`src/rtl/vec_register_file_v2.sv`:
```
// Vector register file: masked lane writes, two combinational read ports with
// write bypass, a pending-producer scoreboard and a sequenced bulk clear.
//
// state | meaning
// IDLE  | normal operation: writes, reserves and bypass are active
// CLEAR | zeroing one register per cycle; requests are dropped
module vec_register_file_v2 #(
  parameter int registerSize     = 8,
  parameter int registerQuantity = 8,
  parameter int selectionBits    = 3,
  parameter int vectorSize       = 4
) (
  input  logic                                    clk,
  input  logic                                    reset,
  input  logic                                    regWrEn,
  input  logic [selectionBits-1:0]                regToWrite,
  input  logic [vectorSize-1:0]                   regWrMask,
  input  logic [vectorSize-1:0][registerSize-1:0] regWriteData,
  input  logic [selectionBits-1:0]                rSel1,
  input  logic [selectionBits-1:0]                rSel2,
  output logic [vectorSize-1:0][registerSize-1:0] reg1Out,
  output logic [vectorSize-1:0][registerSize-1:0] reg2Out,
  input  logic                                    reserveEn,
  input  logic [selectionBits-1:0]                reserveSel,
  output logic                                    busy1,
  output logic                                    busy2,
  input  logic                                    clrReq,
  output logic                                    clrBusy,
  output logic                                    regWrReady,
  output logic                                    clrDone
);

  typedef enum logic [0:0] {IDLE = 1'b0, CLEAR = 1'b1} state_t;

  typedef logic [vectorSize-1:0][registerSize-1:0] vec_t;

  state_t                      state;
  state_t                      state_next;
  logic [selectionBits-1:0]    counter;
  logic [registerQuantity-1:0] pending;
  logic [registerQuantity-1:0] pending_next;
  logic                        done_q;
  vec_t                        regs [registerQuantity];

  logic in_idle;
  logic wr_accept;
  logic rsv_accept;
  logic clr_start;
  logic cnt_last;

  assign in_idle    = (state == IDLE);
  assign wr_accept  = regWrEn && in_idle;
  assign rsv_accept = reserveEn && in_idle;
  assign clr_start  = clrReq && in_idle;
  assign cnt_last   = (counter == selectionBits'(registerQuantity - 1));

  always_comb begin
    state_next = state;
    case (state)
      IDLE:    if (clrReq) state_next = CLEAR;
      CLEAR:   if (cnt_last) state_next = IDLE;
      default: state_next = IDLE;
    endcase
  end

  // Reserve is applied after the write-clear so a same-cycle reserve wins;
  // starting a clear wipes the whole scoreboard.
  always_comb begin
    pending_next = pending;
    if (wr_accept) pending_next[regToWrite] = 1'b0;
    if (rsv_accept) pending_next[reserveSel] = 1'b1;
    if (clr_start) pending_next = '0;
  end

  always_ff @(posedge clk) begin
    if (reset) begin
      state   <= IDLE;
      counter <= '0;
      pending <= '0;
      done_q  <= 1'b0;
      for (int i = 0; i < registerQuantity; i++) regs[i] <= '0;
    end else begin
      state   <= state_next;
      pending <= pending_next;
      done_q  <= (state == CLEAR) && cnt_last;
      if (state == CLEAR) begin
        regs[counter] <= '0;
        counter       <= counter + selectionBits'(1);
      end else begin
        if (wr_accept) begin
          for (int j = 0; j < vectorSize; j++)
            if (regWrMask[j]) regs[regToWrite][j] <= regWriteData[j];
        end
        if (clr_start) counter <= '0;
      end
    end
  end

  // Bypass only in IDLE so that reads during a clear show stored contents.
  always_comb begin
    reg1Out = regs[rSel1];
    if (wr_accept && (rSel1 == regToWrite)) begin
      for (int j = 0; j < vectorSize; j++)
        if (regWrMask[j]) reg1Out[j] = regWriteData[j];
    end
  end

  always_comb begin
    reg2Out = regs[rSel2];
    if (wr_accept && (rSel2 == regToWrite)) begin
      for (int j = 0; j < vectorSize; j++)
        if (regWrMask[j]) reg2Out[j] = regWriteData[j];
    end
  end

  assign busy1      = pending[rSel1];
  assign busy2      = pending[rSel2];
  assign clrBusy    = (state == CLEAR);
  assign regWrReady = (state != CLEAR);
  assign clrDone    = done_q;

endmodule

```
`config.mk`:
```
export PLATFORM = sky130hd
export DESIGN_NAME = vec_register_file_v2
export DESIGN_NICKNAME = d
export VERILOG_FILES = /design/src/rtl/vec_register_file_v2.sv
export SDC_FILE = /design/constraint.sdc
export NUM_CORES = 1
export LEC_CHECK = 0
export CORE_MARGIN = 10
export CORE_UTILIZATION = 59
export CTS_CLUSTER_SIZE = 20
export DETAILED_ROUTE_END_ITERATION = 10
export GPL_TIMING_DRIVEN = 1
export PLACE_DENSITY = 0.85
export SLEW_MARGIN = 10
export SYNTH_ARGS = -nofsm -noshare
export SYNTH_HDL_FRONTEND = slang
export SYNTH_SLANG_ARGS = --single-unit
```
`constraint.sdc`:
```
create_clock -name clk -period 3.95 [get_ports clk]
set_input_delay 0.9875 -clock clk [delete_from_list [all_inputs] [get_ports clk]]
set_output_delay 0.9875 -clock clk [all_outputs]
set_load 0.02 [all_outputs]
```
==> results of run 1 <==
## layout make-up
class                   instances  area, sq um  share of cell area, %
diodes                          4        10.01                0.05462
well taps                     335        419.2                  2.287
inverters                       3        11.26                0.06145
multi-input cells             678         7144                  38.98
repair buffers                212         1971                  10.75
clock buffers                  31        690.7                  3.769
clock inverters                12        132.6                 0.7237
flip-flops and latches        269         7948                  43.37
## metrics by stage
stage               util [%]  hold WS [ps]
floorplan                  -         460.3
global placement       67.90         478.4
detailed placement     67.90         485.1
CTS                    70.85         494.0
global route           70.90         520.6
finish                 70.93         503.9
## state kept, by name (all words and copies together) (netlist names)
register / count
clrBusy: 1
clrDone: 1
regs: 256
counter: 3
pending: 8
## worst max-delay path: cells and delay by family
family | cells | cell delay, ps
XOR/XNOR | 1 | 210
buffers and inverters | 4 | 970
multiplexers | 1 | 270
AND/OR/NAND/NOR | 2 | 440
## layout by cell type (no fill, tap or decap), drive strengths merged, types with 16 or more instances in the layout
master         Yosys  final
edfxtp           256    256
and2             180    180
mux4             132    132
mux2             130    130
buf               25     97
and3              69     69
dlygate4sd2        0     67
clkdlybuf4s50      0     46
nor2              31     31
clkbuf            47     31
a21o              17     17
nand2             16     16
o21bai            16     16
## worst max-delay path by stage
stage | from | endpoint | slack [ps] | cells past startpoint
after floorplan | rSel1[0] | reg1Out[0] | 170 | 6
after global placement | regToWrite[0] | reg2Out[0] | -390 | 8
after detailed placement | regWrEn | reg2Out[25] | -530 | 8
after CTS | rSel1[0] | busy1 | 70 | 6
after global routing | regToWrite[1] | reg2Out[24] | 40 | 8
final | regToWrite[1] | reg2Out[15] | 80 | 8
## power by group
part	internal, mW	leakage [nW]	switching, mW
registers	3.23	2.77	0.0571
clock network	1.43	0.404	1.03
logic	0.511	4.02	0.564
## metal layers
layer / wire, um / track usage (%) / part of all wire (%) / up-vias
met3: 4423 / 5.527 / 11 / 104
met2: 20690 / 41.21 / 50 / 621
met1: 15310 / 32.13 / 37 / 5139
met4: 1355 / 9.339 / 3.2 / 0
li1: - / - / - / 4368
met5: 0 / 0 / 0 / -
## cells by family after synthesis
| group | Yosys count | share of synthesized area [%] |
|---|---|---|
| AND/OR/NAND/NOR | 343 | 13.91 |
| flip-flops | 269 | 51.73 |
| multiplexers | 262 | 28.88 |
| buffers and inverters | 75 | 2.003 |
| AO/OA/AOI/OAI | 64 | 2.916 |
| XOR/XNOR | 7 | 0.3991 |
| adder cells (fa/ha/maj) | 2 | 0.1629 |
## repair_timing
action	in CTS	in global routing
buffers inserted	0	0
resized for setup	72	2
endpoints found under the hold margin	0	0
pin swaps	1	0
setup endpoints to repair	64	1
==> summary.txt, run 1 <==
STA
  – Final setup violation count: 0
  – Tmin final: between 3000 and 4000 ps
  – Worst slew pin tran: 1201 ps
  – Highest clock rate: 0.2586 GHz
  – Pins over their slew limit: 0
  – Slew headroom: 18.92%
  – Final Cycle Share: between 90% and 100%
  – Clock Skews: around 8.7 ps
  – Setup TNS: 0 ps
  – Setup WS post-layout: 83.66 ps
  – Fin. Hold Viols: 0
  – RSZ-0062 raised after global routing: no

Yosys
  – Syn Area/Cell: 15.03 sq um
  – Synth area leaders: edfxtp_1, mux4_2, mux2_2
  – Post-synth EDFFs: 256
  – Ys async rst share: 0%
  – Yosys reg bits: between 200 and 300
  – Sequential share of the synthesized area: 51.73%
  – Top cells by count, synth: edfxtp_1, and2_1, mux4_2
  – Yosys cell types: 42
  – Ys flop type: edfxtp_1
  – Post-synth top area share: approximately half
  – Count leader, synth: edfxtp_1
  – Ys Warns: 0
  – Synthesized area: 15360 sq um
  – Cell count after synthesis: 1022
  – Leading area contributor after synthesis: edfxtp_1
  – Syn nets: 1077

Setup path
  – CP max stage cell: nor4_4
  – Setup crit start kind: primary input
  – FF-to-FF End: regs[0][6]$_SDFFCE_PN0P_
  – CP arrival: 2880 ps
  – Cell mode on critical path: dlygate4sd2_1
  – R2R depth: 6
  – Worst Path Max Fanout: 8
  – Cells along the critical path: dlygate4sd2_1 -> xor2_1 -> nor4_4 -> buf_4 -> nand2_1 -> buf_12 -> mux2_2 -> dlygate4sd2_1
  – CP required: ~3000 ps
  – Slowest stage delay, CP: 350 ps
  – Kind of critical path: primary input to output port
  – RR Startpoint: clrBusy$_SDFF_PP0_
  – CP Capture Type: output port
  – R2r setup slk: 1240 ps

Clock tree
  – Clk_lat worst skew: between 500 and 600 ps
  – Clock transition at path regs: 60 ps
  – Clk root buf: clkbuf_16
  – Clk sinks: approximately 270
  – Num CTS Buffers: 26
  – CTS H-Tree Depth: 1
  – Cts hold-fix bufs: 0
  – Clock buffer depth: 3
  – CTS tree: yes

Die
  – Die Wd: 181.4 um
  – Initial Util: 59.46%
  – # rows: 59
  – I/O pin total: 122
  – Area of the core: 25840 sq um
  – Die height: 181.4 um
  – Die area: 32900 sq um

GRT
  – Largest net degree at the start of global routing: 47
  – First-pass GRT wire length: between 60 and 70 mm
  – GR Overflow Total: 0
  – Initial antenna violation count: 3
  – Total GRT Usage: 25.07%
  – Number of global-route vias before repair: 10870

Route
  – Final ANT Viol Nets: 0
  – Residual DRC: 0
  – DR WL/cell: 27.06 um
  – Vias: 10232
  – Router iterations before antenna repair: 7
  – First DRT Iteration DRCs: 1237
  – Drt total wl: 41.78 mm
  – DR vias/cell: 6.627

Place
  – # placed instances: 1497
  – # port buffers: 121
  – Gp weighted congestion: 0.9064
  – Final HPWL DP: approximately 27 mm
  – Setup WS pre-CTS: -529.6 ps
  – Dpl cell area: 17540 sq um

Pwr
  – VDD IR-drop max: 0.2447 mV
  – LEAKAGE: 7.200 nW
  – PwrDens: 372.2 nW/um^2
  – Total power: between 6 and 7 mW

Finish
  – Fillers: 1713
  – Final-stage net count: roughly 1200
  – Cell area after layout: 18330 sq um
  – Synthesis-to-layout area growth: 19.28%
  – Fin cells: 1544
  – Share of cells above drive strength 1: 34.94%

Worst hold path
  – Worst Hold Endpoint: pending[1]$_SDFF_PP0_
  – Hold-critical path depth: 2
  – Hold crit path type: register to register
  – Hold path start: pending[1]$_SDFF_PP0_

Run status
  – Outcome: complete, no violations

Job
  – Max_cap viols: 0
Note: power is estimated with default switching activity, not from simulation.
==> inputs of run 2 (changes only) <==
--- a/config.mk
+++ b/config.mk
@@ -5,6 +5,7 @@
 export SDC_FILE = /design/constraint.sdc
 export NUM_CORES = 1
 export LEC_CHECK = 0
+export ABC_CLOCK_PERIOD_IN_PS = 3950
 export CORE_MARGIN = 10
 export CORE_UTILIZATION = 59
 export CTS_CLUSTER_SIZE = 20
==> results of run 2 <==
Final layout, timing and power as in run 1 (identical DEF).
==> inputs of run 3 (changes only) <==
--- a/config.mk
+++ b/config.mk
@@ -6,6 +6,7 @@
 export NUM_CORES = 1
 export LEC_CHECK = 0
 export ABC_CLOCK_PERIOD_IN_PS = 3950
+export CAP_MARGIN = 20
 export CORE_MARGIN = 10
 export CORE_UTILIZATION = 59
 export CTS_CLUSTER_SIZE = 20
==> results of run 3 <==
Final layout, timing and power as in run 1 (identical DEF).
